## src/rtl/jtcps1_bank_arb.sv

```systemverilog
// jtcps1_bank_arb
//   Shares one single-command SDRAM controller between the four CPS1 bank
//   request ports and slips auto-refresh commands in while refresh_en is high.
//   One command is in flight at a time. Banks are served round-robin.
//   Refresh tokens accumulate during blanking. Once the token count reaches
//   RFSH_MAX, refresh takes priority over bank traffic.
// Ports
//   clk, rst_n          system clock, asynchronous active-low reset
//   refresh_en          refresh window (vertical blank)
//   ba_rd, ba0_wr       per-bank read requests, bank 0 write request (held until ack)
//   ba0..3_addr         per-bank word address
//   ba0_din, ba0_din_m  bank 0 write data and byte mask
//   ba_ack              one-cycle pulse when the controller accepts a bank command
//   ba_rdy              one-cycle pulse, aligned with sdram_done, for the served bank
//   sdram_*             command interface to the SDRAM engine
//   busy                arbiter not idle
module jtcps1_bank_arb #(
  parameter int unsigned AW          = 22,
  parameter int unsigned RFSH_PERIOD = 750,
  parameter int unsigned RFSH_MAX    = 4
) (
  input  logic          clk,
  input  logic          rst_n,
  input  logic          refresh_en,
  input  logic [3:0]    ba_rd,
  input  logic          ba0_wr,
  input  logic [AW-1:0] ba0_addr,
  input  logic [AW-1:0] ba1_addr,
  input  logic [AW-1:0] ba2_addr,
  input  logic [AW-1:0] ba3_addr,
  input  logic [15:0]   ba0_din,
  input  logic [1:0]    ba0_din_m,
  output logic [3:0]    ba_ack,
  output logic [3:0]    ba_rdy,
  output logic          sdram_req,
  output logic [1:0]    sdram_ba,
  output logic [AW-1:0] sdram_addr,
  output logic          sdram_wr,
  output logic [15:0]   sdram_din,
  output logic [1:0]    sdram_mask,
  output logic          sdram_rfsh,
  input  logic          sdram_gnt,
  input  logic          sdram_done,
  output logic          busy
);

  localparam int unsigned TW = $clog2(RFSH_MAX + 1);
  localparam int unsigned CW = (RFSH_PERIOD > 1) ? $clog2(RFSH_PERIOD) : 1;
  localparam logic [TW-1:0] TOK_MAX = TW'(RFSH_MAX);
  localparam logic [CW-1:0] CNT_RLD = CW'(RFSH_PERIOD - 1);

  typedef enum logic [2:0] {IDLE, CMD, WAIT, RFSH, RWAIT} state_t;

  state_t        state_q, state_d;
  logic [1:0]    rr_q, rr_d;
  logic [1:0]    bank_q, bank_d;
  logic [AW-1:0] addr_q, addr_d;
  logic          wr_q, wr_d;
  logic [15:0]   din_q, din_d;
  logic [1:0]    mask_q, mask_d;
  logic [3:0]    ack_q, ack_d;
  logic [TW-1:0] tok_q, tok_d;
  logic [CW-1:0] cnt_q, cnt_d;

  logic [3:0]    req;
  logic [1:0]    win, cand;
  logic          any;
  logic [AW-1:0] win_addr;
  logic          tok_inc, tok_use;

  assign req = ba_rd | {3'b000, ba0_wr};

  // Round-robin search starting at rr_q; the 2-bit sum wraps modulo 4.
  always_comb begin
    win  = rr_q;
    cand = rr_q;
    any  = 1'b0;
    for (int unsigned i = 0; i < 4; i++) begin
      cand = rr_q + 2'(i);
      if (!any && req[cand]) begin
        any = 1'b1;
        win = cand;
      end
    end
  end

  always_comb begin
    unique case (win)
      2'd0:    win_addr = ba0_addr;
      2'd1:    win_addr = ba1_addr;
      2'd2:    win_addr = ba2_addr;
      default: win_addr = ba3_addr;
    endcase
  end

  // Refresh counter and token count. A token earned and a token spent in the
  // same cycle cancel out. The count saturates at RFSH_MAX and does not go below 0.
  always_comb begin
    cnt_d   = cnt_q;
    tok_inc = 1'b0;
    if (refresh_en) begin
      if (cnt_q == '0) begin
        cnt_d   = CNT_RLD;
        tok_inc = 1'b1;
      end else begin
        cnt_d = cnt_q - CW'(1);
      end
    end
    tok_use = (state_q == RFSH) && sdram_gnt;
    tok_d   = tok_q;
    if (!refresh_en) begin
      tok_d = '0;
    end else if (tok_inc && !tok_use && tok_q != TOK_MAX) begin
      tok_d = tok_q + TW'(1);
    end else if (tok_use && !tok_inc && tok_q != '0) begin
      tok_d = tok_q - TW'(1);
    end
  end

  always_comb begin
    state_d = state_q;
    rr_d    = rr_q;
    bank_d  = bank_q;
    addr_d  = addr_q;
    wr_d    = wr_q;
    din_d   = din_q;
    mask_d  = mask_q;
    ack_d   = '0;
    unique case (state_q)
      IDLE: begin
        if (tok_q == TOK_MAX) begin
          state_d = RFSH;
          wr_d    = 1'b0;
        end else if (any) begin
          state_d = CMD;
          rr_d    = win + 2'd1;
          bank_d  = win;
          addr_d  = win_addr;
          wr_d    = (win == 2'd0) && ba0_wr;
          din_d   = ba0_din;
          mask_d  = ba0_din_m;
        end else if (tok_q != '0 && refresh_en) begin
          state_d = RFSH;
          wr_d    = 1'b0;
        end
      end
      CMD: begin
        if (sdram_gnt) begin
          state_d = WAIT;
          ack_d   = 4'b0001 << bank_q;
        end
      end
      WAIT:  if (sdram_done) state_d = IDLE;
      RFSH:  if (sdram_gnt)  state_d = RWAIT;
      RWAIT: if (sdram_done) state_d = IDLE;
      default: state_d = IDLE;
    endcase
  end

  always_ff @(posedge clk or negedge rst_n) begin
    if (!rst_n) begin
      state_q <= IDLE;
      rr_q    <= '0;
      bank_q  <= '0;
      addr_q  <= '0;
      wr_q    <= 1'b0;
      din_q   <= '0;
      mask_q  <= '0;
      ack_q   <= '0;
      tok_q   <= '0;
      cnt_q   <= CNT_RLD;
    end else begin
      state_q <= state_d;
      rr_q    <= rr_d;
      bank_q  <= bank_d;
      addr_q  <= addr_d;
      wr_q    <= wr_d;
      din_q   <= din_d;
      mask_q  <= mask_d;
      ack_q   <= ack_d;
      tok_q   <= tok_d;
      cnt_q   <= cnt_d;
    end
  end

  assign sdram_req  = (state_q == CMD);
  assign sdram_rfsh = (state_q == RFSH);
  assign busy       = (state_q != IDLE);
  assign sdram_ba   = bank_q;
  assign sdram_addr = addr_q;
  assign sdram_wr   = wr_q;
  assign sdram_din  = din_q;
  assign sdram_mask = mask_q;
  assign ba_ack     = ack_q;
  // ba_rdy is combinational so that it lines up with the controller's read data.
  assign ba_rdy     = (state_q == WAIT && sdram_done) ? (4'b0001 << bank_q) : 4'b0000;

endmodule
```

## config.mk

```make
export PLATFORM = sky130hd
export DESIGN_NAME = jtcps1_bank_arb
export DESIGN_NICKNAME = d
export VERILOG_FILES = /design/src/rtl/jtcps1_bank_arb.sv
export SDC_FILE = /design/constraint.sdc
export NUM_CORES = 1
export LEC_CHECK = 0
export BUFFER_PORTS_ARGS = -buffer_cell sky130_fd_sc_hd__buf_2
export CAP_MARGIN = 20
export CORE_MARGIN = 10
export CORE_UTILIZATION = 25
export DETAILED_ROUTE_END_ITERATION = 16
export SLEW_MARGIN = 20
export SYNTH_ARGS = -nofsm -noshare
export SYNTH_HDL_FRONTEND = slang
export SYNTH_SLANG_ARGS = --single-unit
```

## constraint.sdc

```tcl
create_clock -name clk -period 2.7 [get_ports clk]
set_input_delay 0.81 -clock clk [delete_from_list [all_inputs] [get_ports clk]]
set_output_delay 0.81 -clock clk [all_outputs]
set_load 0.05 [all_outputs]
```

# After elaboration in Yosys (flattened, before gate mapping)
# Cells that the tools add are included.
[word_totals]
regBits = 65
inputBits = 116
output_inout_bits = 54
elab_cells = 98
[op_classes]
n_addsub = 7
order_cmp = 4
n_eq_ne = 13
shift = 1
n_mux = 35
bitwise = 2
n_reduce_logical = 26
[op_table]
columns = ["cell", "n"]
rows = [
  ["one-hot mux 22 bit (3 select lines)", 1],
  ["2-to-1 mux 3 bit", 9],
  ["2-to-1 mux 1 bit", 13],
  ["less-than comparator 2 x 3 -> 1 bit, second input constant", 4],
  ["2-to-1 mux 4 bit", 3],
  ["one-hot mux 3 bit (4 select lines)", 1],
  ["logical AND 1 bit", 11],
  ["zero test 10 bit", 1],
  ["2-to-1 mux 10 bit", 1],
  ["subtractor 10 x 1 -> 10 bit, second input constant", 1],
  ["nonzero test 3 bit", 3],
  ["binary-select mux 1 bit (select 2 bit)", 4],
  ["== test 3 x 2 -> 1 bit, second input constant", 2],
  ["== test 3 bit, second input constant", 2],
  ["2-to-1 mux 2 bit", 3],
  ["!= test 2 x 1 -> 1 bit, second input constant", 3],
  ["zero test 1 bit", 5],
  ["adder 2 x 1 -> 2 bit, second input constant", 2],
  ["adder 2 bit, second input constant", 2],
  ["!= test 4 bit, second input constant", 1],
  ["bitwise OR 4 x 1 -> 4 bit", 1],
  ["AND reduction 4 bit", 1],
  ["left shift 1 x 2 -> 4 bit, first input constant", 1],
  ["adder 3 x 1 -> 3 bit, second input constant", 1],
  ["other kinds (12)", 12],
]

# Longest topological paths before layout
[depth]
depth_word = 17
depth_mapped = 10
ltp_nobuf = 9

# Worst setup path before layout
# Ideal clock, no wire load.
[synth_timing]
path_type = "input -> output"
startpoint = "input sdram_done"
endpoint = "output ba_rdy[0]"
arrival_time_ns = 2.030
t_required_ns = 1.890
setup_slack_ns = -0.140
stages = 2
path_buffers = 0
path_cell_list = "nand4b_1 > nor3_1"
[synth_via]
elab_chain_len = 2
[synth_rtl]
columns = ["element", "line", "source"]
rows = [
  ["start: declaration", "43", "input logic sdram_done,"],
  ["logical AND 1 bit", "196", "assign ba_rdy = (state_q == WAIT && sdram_done) ? (4'b0001 << bank_q) : 4'b0000;"],
  ["2-to-1 mux 4 bit", "196", ""],
  ["end: declaration", "34", "output logic [3:0] ba_rdy,"],
]
# No other way between the ends.

# Final worst setup path
[layout_timing]
startpoint = "input ba_rd[0]"
endpoint = "register addr_q[10] (netlist: sdram_addr[10])"
[layout_via]
elab_chain_len = 15
elab_cells_between_ends = 27
[layout_rtl]
columns = ["element", "line", "source"]
rows = [
  ["start: declaration", "25", "input logic [3:0] ba_rd,"],
  ["bitwise OR 4 x 1 -> 4 bit *", "71", "assign req = ba_rd | {3'b000, ba0_wr};"],
  ["binary-select mux 1 bit (select 2 bit)", "80", "if (!any && req[cand]) begin"],
  ["2-to-1 mux 1 bit (not written as such)", "80", ""],
  ["2-to-1 mux 1 bit", "80", ""],
  ["zero test 1 bit", "80", ""],
  ["logical AND 1 bit", "80", ""],
  ["2-to-1 mux 1 bit", "80", ""],
  ["zero test 1 bit", "80", ""],
  ["logical AND 1 bit", "80", ""],
  ["2-to-1 mux 1 bit", "80", ""],
  ["zero test 1 bit", "80", ""],
  ["logical AND 1 bit", "80", ""],
  ["2-to-1 mux 2 bit *", "80", ""],
  ["named net win[1]", "66", "logic [1:0] win, cand;"],
  ["== test 2 bit (tied with other cells)", "88", "unique case (win)"],
  ["one-hot mux 22 bit (3 select lines) *", "88", ""],
  ["end signal: assignment", "176", "addr_q <= addr_d;"],
  ["end: declaration", "57", "logic [AW-1:0] addr_q, addr_d;"],
]
# The timed path passes the listed nets; every way through them passes the cells marked *. The select of a mux whose other input is x is not followed.
# A chain may end at the register's enable or synchronous reset.

==> results.sh <==
export IMPL_wl_per_cell_um=16.2
export IMPL_die_w_um=138
export IMPL_fin_crit_sh_pct=92.7
export IMPL_dp_slack_ns=-0.170
export IMPL_reg2reg_slack_ns=0.26
export IMPL_synth_flop_cell="dfrtp_1"
export IMPL_synth_edf_count=0
export IMPL_synth_top_area_cell="dfrtp_1"
export IMPL_startpoint_type="input port"
export IMPL_die_h_um=138
export IMPL_critical_path_max_stage_delay_ns=0.37
export IMPL_fin_crit_ns=2.50
export IMPL_postCtsHoldBufs=0
export IMPL_fin_util_pct=35.6
export IMPL_io_pins=170
export IMPL_cts_max_level=3
export IMPL_cts_inserted_buffers=9
export IMPL_ir_worst_vdd_v=0.000695
export IMPL_synth_cell_type_count=48
export IMPL_netlist_area_leader_share_pct=41.5
export IMPL_fin_cells=709
export IMPL_pwr_density_cell_nw_per_um2=1360
export IMPL_ant_nets=0
export IMPL_hold_viol_final=0
export IMPL_slew_violations=0
export IMPL_r2r_start="cnt_q[4]"
export IMPL_dp_cells=692
export IMPL_core_um2=13800
export IMPL_cts_max_path_buffers=2
export IMPL_cts_tree="built"
export IMPL_fmax_ghz=0.399
export IMPL_grt_pass1_wl_um=18500
export IMPL_via_per_inst=4.72
export IMPL_dr_total_vias=3349
export IMPL_p_leak_uw=0.00246
export IMPL_cts_root_buf="clkbuf_16"
export IMPL_clock_skew_ns=0.00873
export IMPL_critPathMaxFanout=22
export IMPL_start_util_pct=25.4
export IMPL_route_detailed_drc=0
export IMPL_setup_violations=0
export IMPL_track_usage_pct=11.8
export IMPL_area_growth_pct=40.3
export IMPL_rr_worst_depth=7
export IMPL_drive_above_1_share_pct=44.5
export IMPL_drtIter0Drc=186
export IMPL_insertion_delay_ns=0.34
export IMPL_cts_sinks=65
export IMPL_r2r_end="tok_q[2]"
export IMPL_grt_max_degree=53
export IMPL_hpwlAfterDp_um=9070
export IMPL_synth_top_cells_by_area="dfrtp_1 (41%), mux2_4 (8.6%), a222oi_1 (6.3%)"
export IMPL_portBuffers=169
export IMPL_cp_num_buf_inv=3
export IMPL_worst_slew_pin_slew_ns=0.533
export IMPL_synthArstFlopShare_pct=100
export IMPL_cp_end_kind="flop"
export IMPL_overflow=0
export IMPL_maxSlewHeadroom_pct=64.5
export IMPL_drtPass1Iterations=6
export IMPL_setup_ws_ns=0.196
export IMPL_path_class="in2reg"
export IMPL_yosysMostFrequentCell="dfrtp_1"
export IMPL_cp_num_cells=11
export IMPL_worst_ep_required_time_ns=2.91
export IMPL_ys_seq_area_share_pct=46.7
export IMPL_critPathArrivalTime_ns=2.72
export IMPL_fin_area_um2=4910
export IMPL_dieArea_um2=19100
export IMPL_grt_pass1_vias=3497
export IMPL_ys_warn_count=0
export IMPL_fin_nets=646
export IMPL_syn_avg_cell_area_um2=10.1
export IMPL_drv_cap=0
export IMPL_hp_class="in2async"
export IMPL_status="finished clean"
export IMPL_slowest_stage="a222oi_1"
export IMPL_row_count=43
export IMPL_cp_cell_sequence="buf_2 > nor2_1 > a21oi_1 > o31ai_2 > inv_1 > ha_1 > buf_4 > a222oi_1 > nor2_1 > a21oi_1 > o21ai_1"
export IMPL_critical_path_top_delay_family="compound AO/OA/AOI/OAI gates"
export IMPL_synth_nets=471
export IMPL_place_gp_congestion=0.816
export IMPL_grt_antenna_before_repair=1
export IMPL_setup_worst_path_start="ba_rd[0]"
export IMPL_rsz0062_at_grt="false"
export IMPL_drt_total_wl_um=11500
export IMPL_ys_top_cells_by_count="dfrtp_1 (58), nand2_1 (40), nor2_1 (39)"
export IMPL_postPlaceCellArea_um2=4600
export IMPL_synth_cells=348
export IMPL_netlist_area_um2=3500
export IMPL_ys_seq_elements=65
export IMPL_cts_reportedPaths_clkPinSlew_ns=0.05
[cells by family after synthesis]
family / synth area share, %
xor gates and xnor gates: 1.00
AOI/OAI and AO/OA: 17.9
and+or+nand+nor: 16.1
DFF: 46.7
buffers and inverters: 4.86
adders and majority gates: 2.72
muxes: 10.6
[worst max-delay path by stage]
stage / end / slack, ns
floorplan: sdram_addr[21] / 0.13
CTS: sdram_addr[4] / 0.18
global placement: sdram_addr[2] / -0.1
global route: sdram_addr[4] / 0.01
finish: sdram_addr[10] / 0.20
detailed placement: sdram_addr[4] / -0.17
[per-layer routing]
metal	part of all wire (%)	GRT usage, %	vias to the layer above
met5	0	0	-
met4	1.9	4.44	0
met3	7.5	5.27	18
met2	49	19.5	122
met1	42	13.2	1582
li1	-	-	1627
[power by group]
group          total [uW]  switching, uW  internal [uW]  leakage, uW
clock                1150            412            738     0.000140
sequential           1760            318           1440     0.000797
combinational        3770           2460           1310      0.00153
total                6680           3190           3490      0.00246
[sequential cells by signal, indices dropped and copies added (netlist names)]
signal and count:
sdram_mask 2, tok_q 3, sdram_wr 1, sdram_addr 22, sdram_din 16, cnt_q 10
sdram_ba 2, ba_ack 4, state_q 3, rr_q 2
[repair_timing]
| item | 4_1_cts | 5_1_grt |
|---|---|---|
| setup buffers | 0 | 0 |
| setup endpoints to repair | 0 | 10 |
| gates resized for setup | 0 | 2 |
[through the flow]
step / hold WS [ns] / power (uW) / TNS, ns
final: 0.453 / 6680 / 0
after global routing: 0.473 / 7150 / 0
after CTS: 0.448 / 6770 / 0
after detailed placement: 0.468 / 5570 / -2.70
after global placement: 0.463 / 5490 / -1.01
after floorplan: 0.458 / 4640 / 0
[layout by cell type, fill, tap and decap left out, types with 5 or more instances in the layout]
cell,Yosys,routed
nor3_1,9,8
nand2b_1,6,6
mux2i_1,6,6
o21ai_1,15,15
dfstp_2,7,7
buf_2,1,169
inv_1,10,10
dfrtp_1,58,58
buf_4,0,16
clkbuf_16,0,9
nand2_1,40,40
nor2_1,39,39
a21oi_1,25,25
nand3_1,5,5
a222oi_1,22,22
ha_1,6,6
mux2_4,20,20
o21ai_0,15,15
[final cells by class]
class                           instances  area, um2
Sequential cell                        65       1640
Clock inverter                          3       42.5
Tap cell                              180        225
Antenna cell                            1       2.50
Clock buffer                           13        250
Inverter                               10       37.5
Fill cell                            1460       8860
Timing Repair Buffer                  187       1010
Multi-Input combinational cell        250       1710
Note: power is estimated with default switching activity, not from simulation.
